`src/rtl/mux_pipe_stage.sv`:
```
// N-way select into a 2-entry skid buffer; 1-cycle latency, full throughput.
// Backpressure: in_ready is registered (!skid valid), no combinational path from out_ready.
module mux_pipe_stage #(
  parameter  int WIDTH  = 32,
  parameter  int INPUTS = 4,
  localparam int SEL_W  = $clog2(INPUTS)
) (
  input  logic                    clk,
  input  logic                    rst,
  input  logic [INPUTS*WIDTH-1:0] in_data,
  input  logic [SEL_W-1:0]        sel,
  input  logic                    in_valid,
  output logic                    in_ready,
  output logic [WIDTH-1:0]        out_data,
  output logic                    out_valid,
  input  logic                    out_ready,
  output logic                    sel_err,
  input  logic                    flush,
  output logic [1:0]              count
);

  typedef struct packed {
    logic             err;
    logic [WIDTH-1:0] dat;
  } entry_t;

  entry_t main_q, skid_q, sel_ent;
  logic   main_vld, skid_vld;
  logic   in_xfer, out_xfer;

  // Out-of-range selects capture zero data tagged with err.
  always_comb begin
    sel_ent.err = 1'b1;
    sel_ent.dat = '0;
    for (int k = 0; k < INPUTS; k++) begin
      if (int'(sel) == k) begin
        sel_ent.err = 1'b0;
        sel_ent.dat = in_data[k*WIDTH +: WIDTH];
      end
    end
  end

  assign in_ready  = !skid_vld;
  assign in_xfer   = in_valid && !skid_vld;
  assign out_xfer  = main_vld && out_ready;
  assign out_valid = main_vld;
  assign out_data  = main_q.dat;
  assign sel_err   = main_q.err;
  assign count     = {1'b0, main_vld} + {1'b0, skid_vld};

  always_ff @(posedge clk) begin
    if (rst) begin
      main_vld <= 1'b0;
      skid_vld <= 1'b0;
      main_q   <= '0;
      skid_q   <= '0;
    end else if (flush) begin
      // Data registers are left as-is; only occupancy is discarded.
      main_vld <= 1'b0;
      skid_vld <= 1'b0;
    end else if (skid_vld) begin
      if (out_xfer) begin
        main_q   <= skid_q;
        skid_vld <= 1'b0;
      end
    end else if (!main_vld || out_xfer) begin
      main_vld <= in_xfer;
      if (in_xfer) main_q <= sel_ent;
    end else if (in_xfer) begin
      skid_vld <= 1'b1;
      skid_q   <= sel_ent;
    end
  end

endmodule

```
`config.mk`:
```
export PLATFORM = sky130hd
export DESIGN_NAME = mux_pipe_stage
export DESIGN_NICKNAME = d
export VERILOG_FILES = /design/src/rtl/mux_pipe_stage.sv
export SDC_FILE = /design/constraint.sdc
export NUM_CORES = 1
export LEC_CHECK = 0
export BUFFER_PORTS_ARGS = -buffer_cell sky130_fd_sc_hd__buf_2
export CORE_MARGIN = 2
export CORE_UTILIZATION = 46
export CTS_CLUSTER_DIAMETER = 150
export CTS_CLUSTER_SIZE = 16
export DETAILED_ROUTE_END_ITERATION = 10
export GPL_TIMING_DRIVEN = 0
export PLACE_DENSITY = 0.83
export RECOVER_POWER = 25
export SYNTH_ARGS = -nofsm -noshare
export SYNTH_HDL_FRONTEND = slang
export SYNTH_SLANG_ARGS = --single-unit
export TNS_END_PERCENT = 100
```
`constraint.sdc`:
```
create_clock -name clk -period 1.8 [get_ports clk]
set_input_delay 0.09 -clock clk [delete_from_list [all_inputs] [get_ports clk]]
set_output_delay 0.09 -clock clk [all_outputs]
set_load 0.03 [all_outputs]
```
==> results.txt, run 1 <==
vias: 3491
final core utilization: 63.2%
Crit Path Max Fanout: 10
GR Overflow Total: 0
clk buf depth: 2
R2R depth: 4
asr flop ratio synth: 0%
DR vias/cell: 5.78
fin crit period: 1600 ps
antenna fix cells: 0
Die Height: 91.8 µm
die area: 0.00842 mm²
Hold Path Depth: 3
vias in the first global route: 3462
number of synthesized flops with an enable pin: 0
worst path required time: 2010 ps
iteration-0 DRC count of the detailed router: 205
register area: 0.00136 mm²
VDD IR max: 338 µV
gpl congestion: 0.853
Fmax achieved: 626 MHz
setup_tns: 0 ps
Cell variety after synth: 30
fillcell total: 635
dominant synthesized flop cell: dfxtp_1
#FFs+latches synth: 68
fin nets: 636
# H-tree levels: 3
hold path endpoint: out_valid
final WL: 10200 µm
Overall Power: 3.47 mW
post-synthesis sequential area ratio: 38.4%
Final setup viols: 0
outcome: complete, no violations
clock latency on the worst-skew pair: 350 ps
class of the worst hold path: primary input to flip-flop
Worst setup EP type: flip-flop
Mapped Area: 0.00354 mm²
Syn Inst Count: 319
hold_sp: in_valid
Setup crit start: out_valid
Multi-input gate area: 0.00189 mm²
Net Count, Synth: 455
Area Growth Syn to Fin: 31.5%
ANT nets after route: 0
synthesized area per cell: 11.1 µm²
slew of the pin with the lowest slew margin: 487 ps
Reg2Reg Capture Point: out_data[30]
Root Buffer: clkbuf_8
DRC: 0
max_cap viols: 0
CTS Buf Count: 9
count of input and output buffers: 169
CORE AREA: 0.00737 mm²
largest net degree at the start of global routing: 12
initial antenna violation count: 0
critical path class: flip-flop to flip-flop
TritonCTS clock tree: built
Top Ports: 172
# rows: 31
Slew HR: 67.5%
Synth warnings: 0
Fin. Hold Viols: 0
P per Cell Area: 745 mW/mm²
RSZ-0062 raised after global routing: no
first-pass GRT wire length: 16200 µm
clk_skew: 8.22 ps
Post-CTS Resized: 0
Leak Pwr: 1.96 nW
drt wl/cell: 16.9 µm
die width: 91.8 µm
final slew viol count: 0
RR Startpoint: out_valid
slack of the worst reg-to-reg path: 200 ps
dpl hpwl: 7740 µm
layout cells sized above 1: 44.4%
Startpoint Class: flip-flop
GR Util All Layers: 24.0%
Initial Util: 48.1%
clock edge transition at the registers on the reported setup and hold paths: 70 ps
final worst-path cycle share: 88.8%
Worst EP arrival: 1810 ps
Num Clock Sinks: 68
1st-pass router iterations: 5
-- how the worst max path moves through the flow --
| stage | to | slack (ps) |
|---|---|---|
| 2_1_floorplan | skid_q[0] | 290 |
| 3_3_place_gp | out_data[5] | 310 |
| 3_5_place_dp | out_data[11] | 260 |
| 4_1_cts | out_data[30] | 240 |
| 5_1_grt | out_data[7] | 120 |
| 6_report | out_data[30] | 200 |
-- placed cells by master, fill, tap and decap left out, types with 2 or more instances in the layout --
cell type / netlist / routed
buf_2: 12 / 155
dfxtp_1: 68 / 68
nand2_1: 67 / 67
clkbuf_1: 9 / 36
mux4_2: 32 / 32
a22o_1: 32 / 32
a31oi_1: 32 / 32
a311oi_1: 31 / 31
clkbuf_8: 0 / 10
buf_6: 9 / 9
clkinv_2: 0 / 4
buf_4: 3 / 3
buf_12: 3 / 3
inv_2: 2 / 2
a21oi_1: 2 / 2
-- synthesized netlist by cell type, drive strengths merged, types with 2 or more instances --
| master | count | area, µm² |
|---|---|---|
| dfxtp | 68 | 1360 |
| nand2 | 67 | 251 |
| a22o | 32 | 280 |
| a311oi | 32 | 287 |
| a31oi | 32 | 200 |
| mux4 | 32 | 721 |
| buf | 27 | 244 |
| clkbuf | 9 | 33.8 |
| inv | 3 | 11.3 |
| a21oi | 2 | 10.0 |
-- layout make-up --
class                           instances  share of cell area (%)
Buffer                                 36                    5.96
Sequential cell                        68                    29.2
Timing Repair Buffer                  170                    17.7
Tap cell                               99                    2.66
Multi-Input combinational cell        212                    40.6
Clock buffer                           11                    3.04
Clock inverter                          5                   0.591
Inverter                                3                   0.242
-- sequential cells by signal, summed over array words and instances (netlist names) --
register	count
out_data	32
out_valid	1
sel_err	1
skid_q	33
skid_vld	1
-- critical path: stages, from the launching register on --
cell	delay, ps
dfxtp_1	530
mux2i_1	190
nor3_2	300
buf_2	310
a311oi_2	130
-- timing repair --
| action | CTS | global route |
|---|---|---|
| endpoints found under the hold margin | 3 | 0 |
| hold buffers | 1 | 0 |
| setup buffers | 0 | 0 |
-- report_power, final --
group	total (mW)	internal (mW)	switching, mW	leakage, nW
Combinational	0.768	0.357	0.411	1.32
Sequential	1.60	1.56	0.0365	0.554
Clock	1.10	0.528	0.572	0.0889
Total	3.47	2.45	1.02	1.96
-- through the flow --
step           instances  instance area, µm²  worst slack (ps)  hold WS, ps
4_1_cts              604                4690               236         43.1
2_1_floorplan        319                3540               285          208
3_5_place_dp         587                4510               257          310
3_3_place_gp         587                4510               309          302
5_1_grt              604                4660               124         54.0
6_report             604                4660               202         56.1
-- metal layers --
| layer | track usage, % | routed length (µm) | part of all wire [%] | vias up |
|---|---|---|---|---|
| met1 | 30.1 | 4080 | 40 | 1688 |
| met4 | 10.1 | 191 | 1.9 | 0 |
| met5 | 0 | 0 | 0 | - |
| met3 | 4.52 | 704 | 6.9 | 17 |
| met2 | 40.7 | 5220 | 51 | 157 |
| li1 | - | - | - | 1629 |
-- cell families (layout without fill, tap and decap cells) --
logic type	Yosys count	count (layout)	share of synthesized area (%)
muxes	34	34	21.1
DFF	68	68	38.4
AOI/OAI and AO/OA	102	102	23.0
buffers and inverters	39	225	8.16
and+or+nand+nor	75	75	9.01
adders and majority gates	1	1	0.353
(Power assumes the default switching activity.)
==> run 2, diff against run 1 <==
--- a/config.mk
+++ b/config.mk
@@ -11,7 +11,6 @@
 export CTS_CLUSTER_DIAMETER = 150
 export CTS_CLUSTER_SIZE = 16
 export DETAILED_ROUTE_END_ITERATION = 10
-export GPL_TIMING_DRIVEN = 0
 export PLACE_DENSITY = 0.83
 export RECOVER_POWER = 25
 export SYNTH_ARGS = -nofsm -noshare
==> run 2 against run 1 <==
Count of clock-buffer cells in the layout is 1 higher. First-iteration DRC count is 35% higher. Total power is 9.7% higher. Final area is 0.62% lower. Die area stayed put. Sequential share of layout area is 0.18 points higher. Register-to-register slack worse by 60 ps. Cell count is 3.0% lower. Wire length is 0.58% lower. Worst hold slack better by 28 ps.
==> results.txt, run 2 (synthesis results as in run 1) <==
GR Overflow Total: 0 (unchanged)
Leak Pwr: 1.95 nW (was 1.96 nW)
max FFs per register: 33 (unchanged)
1st-pass router iterations: 5 (unchanged)
Area Growth Syn to Fin: 30.7% (was 31.5%)
Hold Path Depth: 3 (unchanged)
critical path class: flip-flop to output port (was flip-flop to flip-flop)
final slew viol count: 0 (unchanged)
slack of the worst reg-to-reg path: 140 ps (was 200 ps)
final setup margin: 130 ps (was 202 ps)
DRC: 0 (unchanged)
vias in the first global route: 3523 (was 3462)
clock latency on the worst-skew pair: 330 ps (was 350 ps)
layout cells sized above 1: 44.6% (was 44.4%)
peak per-stage delay on the critical path: 540 ps (was 530 ps)
clk buf depth: 2 (unchanged)
P per Cell Area: 822 mW/mm² (was 745 mW/mm²)
fin nets: 618 (was 636)
outcome: complete, no violations (unchanged)
final core utilization: 62.8% (was 63.2%)
commonest non-fill, non-tap cell in the layout: buf_2 (unchanged)
Top reg by flops: skid_q (unchanged)
GR Util All Layers: 23.8% (was 24.0%)
cts hold-fix bufs: 0 (was 1)
gpl congestion: 0.768 (was 0.853)
Slew HR: 72.6% (was 67.5%)
Fin. Hold Viols: 0 (unchanged)
largest net degree at the start of global routing: 34 (was 12)
fillcell total: 626 (was 635)
vias: 3475 (was 3491)
Initial Util: 48.1% (unchanged)
cell internal pwr: 2.80 mW (was 2.45 mW)
# rows: 31 (unchanged)
Buffers & Inverters on Critical Path: 2 (was 1)
Top Ports: 172 (unchanged)
part of the power in registers: 42.1% (was 46.2%)
# H-tree levels: 3 (unchanged)
fin crit period: 1670 ps (was 1600 ps)
CP max-delay cell: dfxtp_1 (unchanged)
ANT nets after route: 0 (unchanged)
post-route insts no fill: 586 (was 604)
iteration-0 DRC count of the detailed router: 276 (was 205)
die width: 91.8 µm (unchanged)
Fin Hold WS: 84.2 ps (was 56.1 ps)
worst path required time: 1710 ps (was 2010 ps)
crit-path leading delay family: flip-flops (unchanged)
Multi-input gate area: 0.00191 mm² (was 0.00189 mm²)
RSZ-0062 raised after global routing: no (unchanged)
Worst path depth: 3 (was 4)
Worst EP arrival: 1580 ps (was 1810 ps)
Num Clock Sinks: 68 (unchanged)
Root Buffer: clkbuf_8 (unchanged)
fin area: 0.00463 mm² (was 0.00466 mm²)
Startpoint Class: flip-flop (unchanged)
Fmax achieved: 599 MHz (was 626 MHz)
Overall Power: 3.80 mW (was 3.47 mW)
Psw: 1.01 mW (was 1.02 mW)
initial antenna violation count: 0 (unchanged)
TritonCTS clock tree: built (unchanged)
final worst-path cycle share: 92.8% (was 88.8%)
Worst setup EP type: output port (was flip-flop)
CORE AREA: 0.00737 mm² (unchanged)
switching share of power: 26.5% (was 29.4%)
Cell Area, Placed: 0.00443 mm² (was 0.00451 mm²)
register area: 0.00136 mm² (unchanged)
Final setup viols: 0 (unchanged)
pre-CTS setup slack: 198 ps (was 257 ps)
critical-path cell list: buf_4 -> ha_1 -> buf_2 (was mux2i_1 -> nor3_2 -> buf_2 -> a311oi_2)
logic gate share of total power: 19.8% (was 22.1%)
class of the worst hold path: primary input to flip-flop (unchanged)
Post-CTS Resized: 0 (unchanged)
clk_skew: 6.82 ps (was 8.22 ps)
post-CTS setup-driven buffer insertion count: 0 (unchanged)
most frequent cells in the layout: 145 x buf_2, 68 x dfxtp_1, 67 x nand2_1 (was 155 x buf_2, 68 x dfxtp_1, 67 x nand2_1)
count of input and output buffers: 171 (was 169)
CTS Buf Count: 9 (unchanged)
die area: 0.00842 mm² (unchanged)
first-pass GRT wire length: 16000 µm (was 16200 µm)
clock share of power: 38.1% (was 31.7%)
DR vias/cell: 5.93 (was 5.78)
VDD IR max: 385 µV (was 338 µV)
R2R depth: 4 (unchanged)
Crit Path Max Fanout: 14 (was 10)
setup_tns: 0 ps (unchanged)
final WL: 10100 µm (was 10200 µm)
DP Cell Count: 570 (was 587)
max_cap viols: 0 (unchanged)
clock edge transition at the registers on the reported setup and hold paths: 70 ps (about the same)
Die Height: 91.8 µm (unchanged)
drt wl/cell: 17.3 µm (was 16.9 µm)
antenna fix cells: 0 (unchanged)
dpl hpwl: 7370 µm (was 7740 µm)
slew of the pin with the lowest slew margin: 400 ps (was 487 ps)
==> run 2: changes by cell type in the layout (fill, tap and decap cells not counted) <==
cell,before,now
bufinv_16,0,2
nor3_4,0,1
nor3_2,1,0
a41oi_4,0,1
clkinvlp_4,1,0
clkbuf_8,10,12
clkbuf_1,36,26
buf_6,9,0
clkinv_2,4,2
buf_2,155,145
a41oi_2,1,0
dlygate4sd3_1,1,0
buf_4,3,14
==> run 2: cell type report <==
cell class	instances	share of cell area [%]
multi-input cells	212	41.2
flip-flops and latches	68	29.4
repair buffers	188	21.4
clock buffers	12	3.57
well taps	99	2.68
clock inverters	4	1.51
inverters	3	0.243
==> run 2: worst register-to-register path, cell delays in order (launching register included) <==
cell and delay (ps):
dfxtp_1 540, mux2i_1 440, nor3_4 60, buf_4 220, a311oi_1 300
==> run 2: power groups by stage <==
stage               Combinational [mW]  Clock [mW]  Sequential [mW]
finish                           0.753        1.45             1.60
detailed placement               0.762           0             1.63
global placement                 0.739           0             1.63
floorplan                        0.388           0             1.73
CTS                              0.766        1.46             1.60
global route                     0.809        1.54             1.61
==> run 2: final timing paths <==
kind,startpoint,to
setup / recovery,skid_vld,count[0]
hold / removal,in_valid,out_valid
setup reg to reg,skid_vld,out_data[24]
hold reg to reg,skid_q[4],skid_q[4]
==> run 2: routing by layer <==
layer,vias up,track usage [%],routed length [µm]
met1,1667,27.5,3950
met4,0,9.95,114
met2,193,43.3,5250
met5,-,0,0
met3,14,4.03,825
li1,1601,-,-
==> run 3, diff against run 2 <==
--- a/config.mk
+++ b/config.mk
@@ -6,6 +6,7 @@
 export NUM_CORES = 1
 export LEC_CHECK = 0
 export BUFFER_PORTS_ARGS = -buffer_cell sky130_fd_sc_hd__buf_2
+export CORE_ASPECT_RATIO = 0.8
 export CORE_MARGIN = 2
 export CORE_UTILIZATION = 46
 export CTS_CLUSTER_DIAMETER = 150
==> run 3 against run 2 <==
Total power down 9.6%. Die area about the same. Combinational power up 0.9%. Non-clock buffer count down 2. First-iteration DRC count down 22%. Flip-flop and latch count unchanged. Worst hold slack worse by 28 ps. Count of clock-buffer cells in the layout down 2. Largest cell class unchanged. Cell count up 1.0%. Clock power down 26%. Critical path depth up 1.
==> results.txt, run 3 (synthesis results as in run 1) <==
VDD IR max: 353 µV (was 385 µV)
count of input and output buffers: 171 (unchanged)
layout cells sized above 1: 44.6% (unchanged)
final setup margin: 73.2 ps (was 130 ps)
critical path class: flip-flop to flip-flop (was flip-flop to output port)
1st-pass router iterations: 4 (was 5)
fin nets: 618 (unchanged)
Top reg by flops: skid_q (unchanged)
Die Height: 82.5 µm (was 91.8 µm)
TritonCTS clock tree: built (unchanged)
Num Clock Sinks: 68 (unchanged)
final worst-path cycle share: 95.9% (was 92.8%)
final WL: 10500 µm (was 10100 µm)
Slew HR: 44.9% (was 72.6%)
cts hold-fix bufs: 0 (unchanged)
Root Buffer: clkbuf_8 (unchanged)
clk buf depth: 2 (unchanged)
vias in the first global route: 3345 (was 3523)
DP Cell Count: 574 (was 570)
die area: 0.00842 mm² (about the same)
gpl congestion: 0.821 (was 0.768)
most frequent cells in the layout: 145 x buf_2, 67 x nand2_1, 67 x dfxtp_1 (was 145 x buf_2, 68 x dfxtp_1, 67 x nand2_1)
# rows: 28 (was 31)
worst path required time: 1980 ps (was 1710 ps)
first-pass GRT wire length: 15700 µm (was 16000 µm)
Worst setup EP type: flip-flop (was output port)
DRC: 0 (unchanged)
max FFs per register: 33 (unchanged)
GR Util All Layers: 24.3% (was 23.8%)
DR vias/cell: 5.87 (was 5.93)
GR Overflow Total: 0 (unchanged)
CTS Buf Count: 9 (unchanged)
post-route insts no fill: 592 (was 586)
Initial Util: 47.7% (was 48.1%)
Area Growth Syn to Fin: 29.5% (was 30.7%)
hold_sp: out_ready (was in_valid)
# H-tree levels: 3 (unchanged)
final slew viol count: 0 (unchanged)
outcome: complete, no violations (unchanged)
Crit Path Max Fanout: 40 (was 14)
fin crit period: 1730 ps (was 1670 ps)
Setup crit start: skid_vld (unchanged)
iteration-0 DRC count of the detailed router: 214 (was 276)
Startpoint Class: flip-flop (unchanged)
CORE AREA: 0.00743 mm² (was 0.00737 mm²)
clk_skew: 5.49 ps (was 6.82 ps)
initial antenna violation count: 0 (unchanged)
vias: 3477 (was 3475)
clock edge transition at the registers on the reported setup and hold paths: 70 ps (about the same)
Leak Pwr: 1.90 nW (was 1.95 nW)
die width: 102 µm (was 91.8 µm)
post-CTS setup-driven buffer insertion count: 0 (unchanged)
Worst EP arrival: 1910 ps (was 1580 ps)
commonest non-fill, non-tap cell in the layout: buf_2 (unchanged)
class of the worst hold path: primary input to flip-flop (unchanged)
Fin Hold WS: 56.4 ps (was 84.2 ps)
RR Startpoint: skid_vld (unchanged)
largest net degree at the start of global routing: 40 (was 34)
RSZ-0062 raised after global routing: no (unchanged)
max_cap viols: 0 (unchanged)
clock latency on the worst-skew pair: 350 ps (was 330 ps)
Final setup viols: 0 (unchanged)
Fmax achieved: 579 MHz (was 599 MHz)
dpl hpwl: 7040 µm (was 7370 µm)
antenna fix cells: 0 (unchanged)
ANT nets after route: 0 (unchanged)
pre-CTS setup slack: -174 ps (was 198 ps)
drt wl/cell: 17.8 µm (was 17.3 µm)
slew of the pin with the lowest slew margin: 824 ps (was 400 ps)
Top Ports: 172 (unchanged)
Fin. Hold Viols: 0 (unchanged)
P per Cell Area: 750 mW/mm² (was 822 mW/mm²)
run 3: cell count changes in the layout (fill, tap and decap cells not counted), sizes merged:
cell,before,now
mux2,1,2
clkbuf,38,36
nor3,1,2
buf,162,160
bufinv,2,0
clkinvlp,0,3
clkinv,2,3
run 3: per-layer routing:
layer / track usage (%) / up-vias / routed length [µm]
met2: 43.6 / 179 / 5400
met3: 6.23 / 24 / 970
met4: 8.67 / 0 / 204
met5: 0 / - / 0
met1: 28.4 / 1674 / 3930
li1: - / 1600 / -
run 3: where the power goes:
| group | switching [mW] | leakage [nW] | internal [mW] |
|---|---|---|---|
| combinational | 0.417 | 1.27 | 0.343 |
| clock | 0.584 | 0.0783 | 0.496 |
| sequential | 0.0352 | 0.555 | 1.56 |
run 3: worst max-delay path, cell delays in order (launching register included):
cell and delay [ps]:
dfxtp_2 360, buf_6 310, mux2_2 560, a31oi_1 260, a311oi_1 70
run 3: path summary, 6_finish.rpt:
kind,to,slack [ps],cells after the start
setup reg to reg,out_data[7],70,4
hold / removal,skid_vld,60,2
hold reg to reg,skid_q[32],470,1
setup / recovery,out_data[7],70,4
run 3: stage by stage:
stage / power (mW) / instance area (µm²) / setup TNS, ps / utilization (%)
final: 3.44 / 4590 / 0 / 61.8
after CTS: 3.47 / 4610 / 0 / 62.0
after detailed placement: 2.39 / 4420 / -3680 / 59.5
after floorplan: 2.12 / 3540 / 0 / -
after global placement: 2.37 / 4420 / -1680 / 59.5
after global routing: 3.58 / 4590 / 0 / 61.8
run 3: timing repair:
action	4_1_cts	5_1_grt
setup endpoints to repair	32	27
pin swaps	1	0
gates resized for setup	1	1
gates cloned	1	1
run 3: area by class of cell:
class | count | area (µm²)
tap | 105 | 131
multi-input combinational | 214 | 1940
sequential | 68 | 1360
inverter | 3 | 11.3
clock inverter | 6 | 41.3
fill | 671 | 2840
timing repair buffer | 186 | 977
clock buffer | 10 | 128
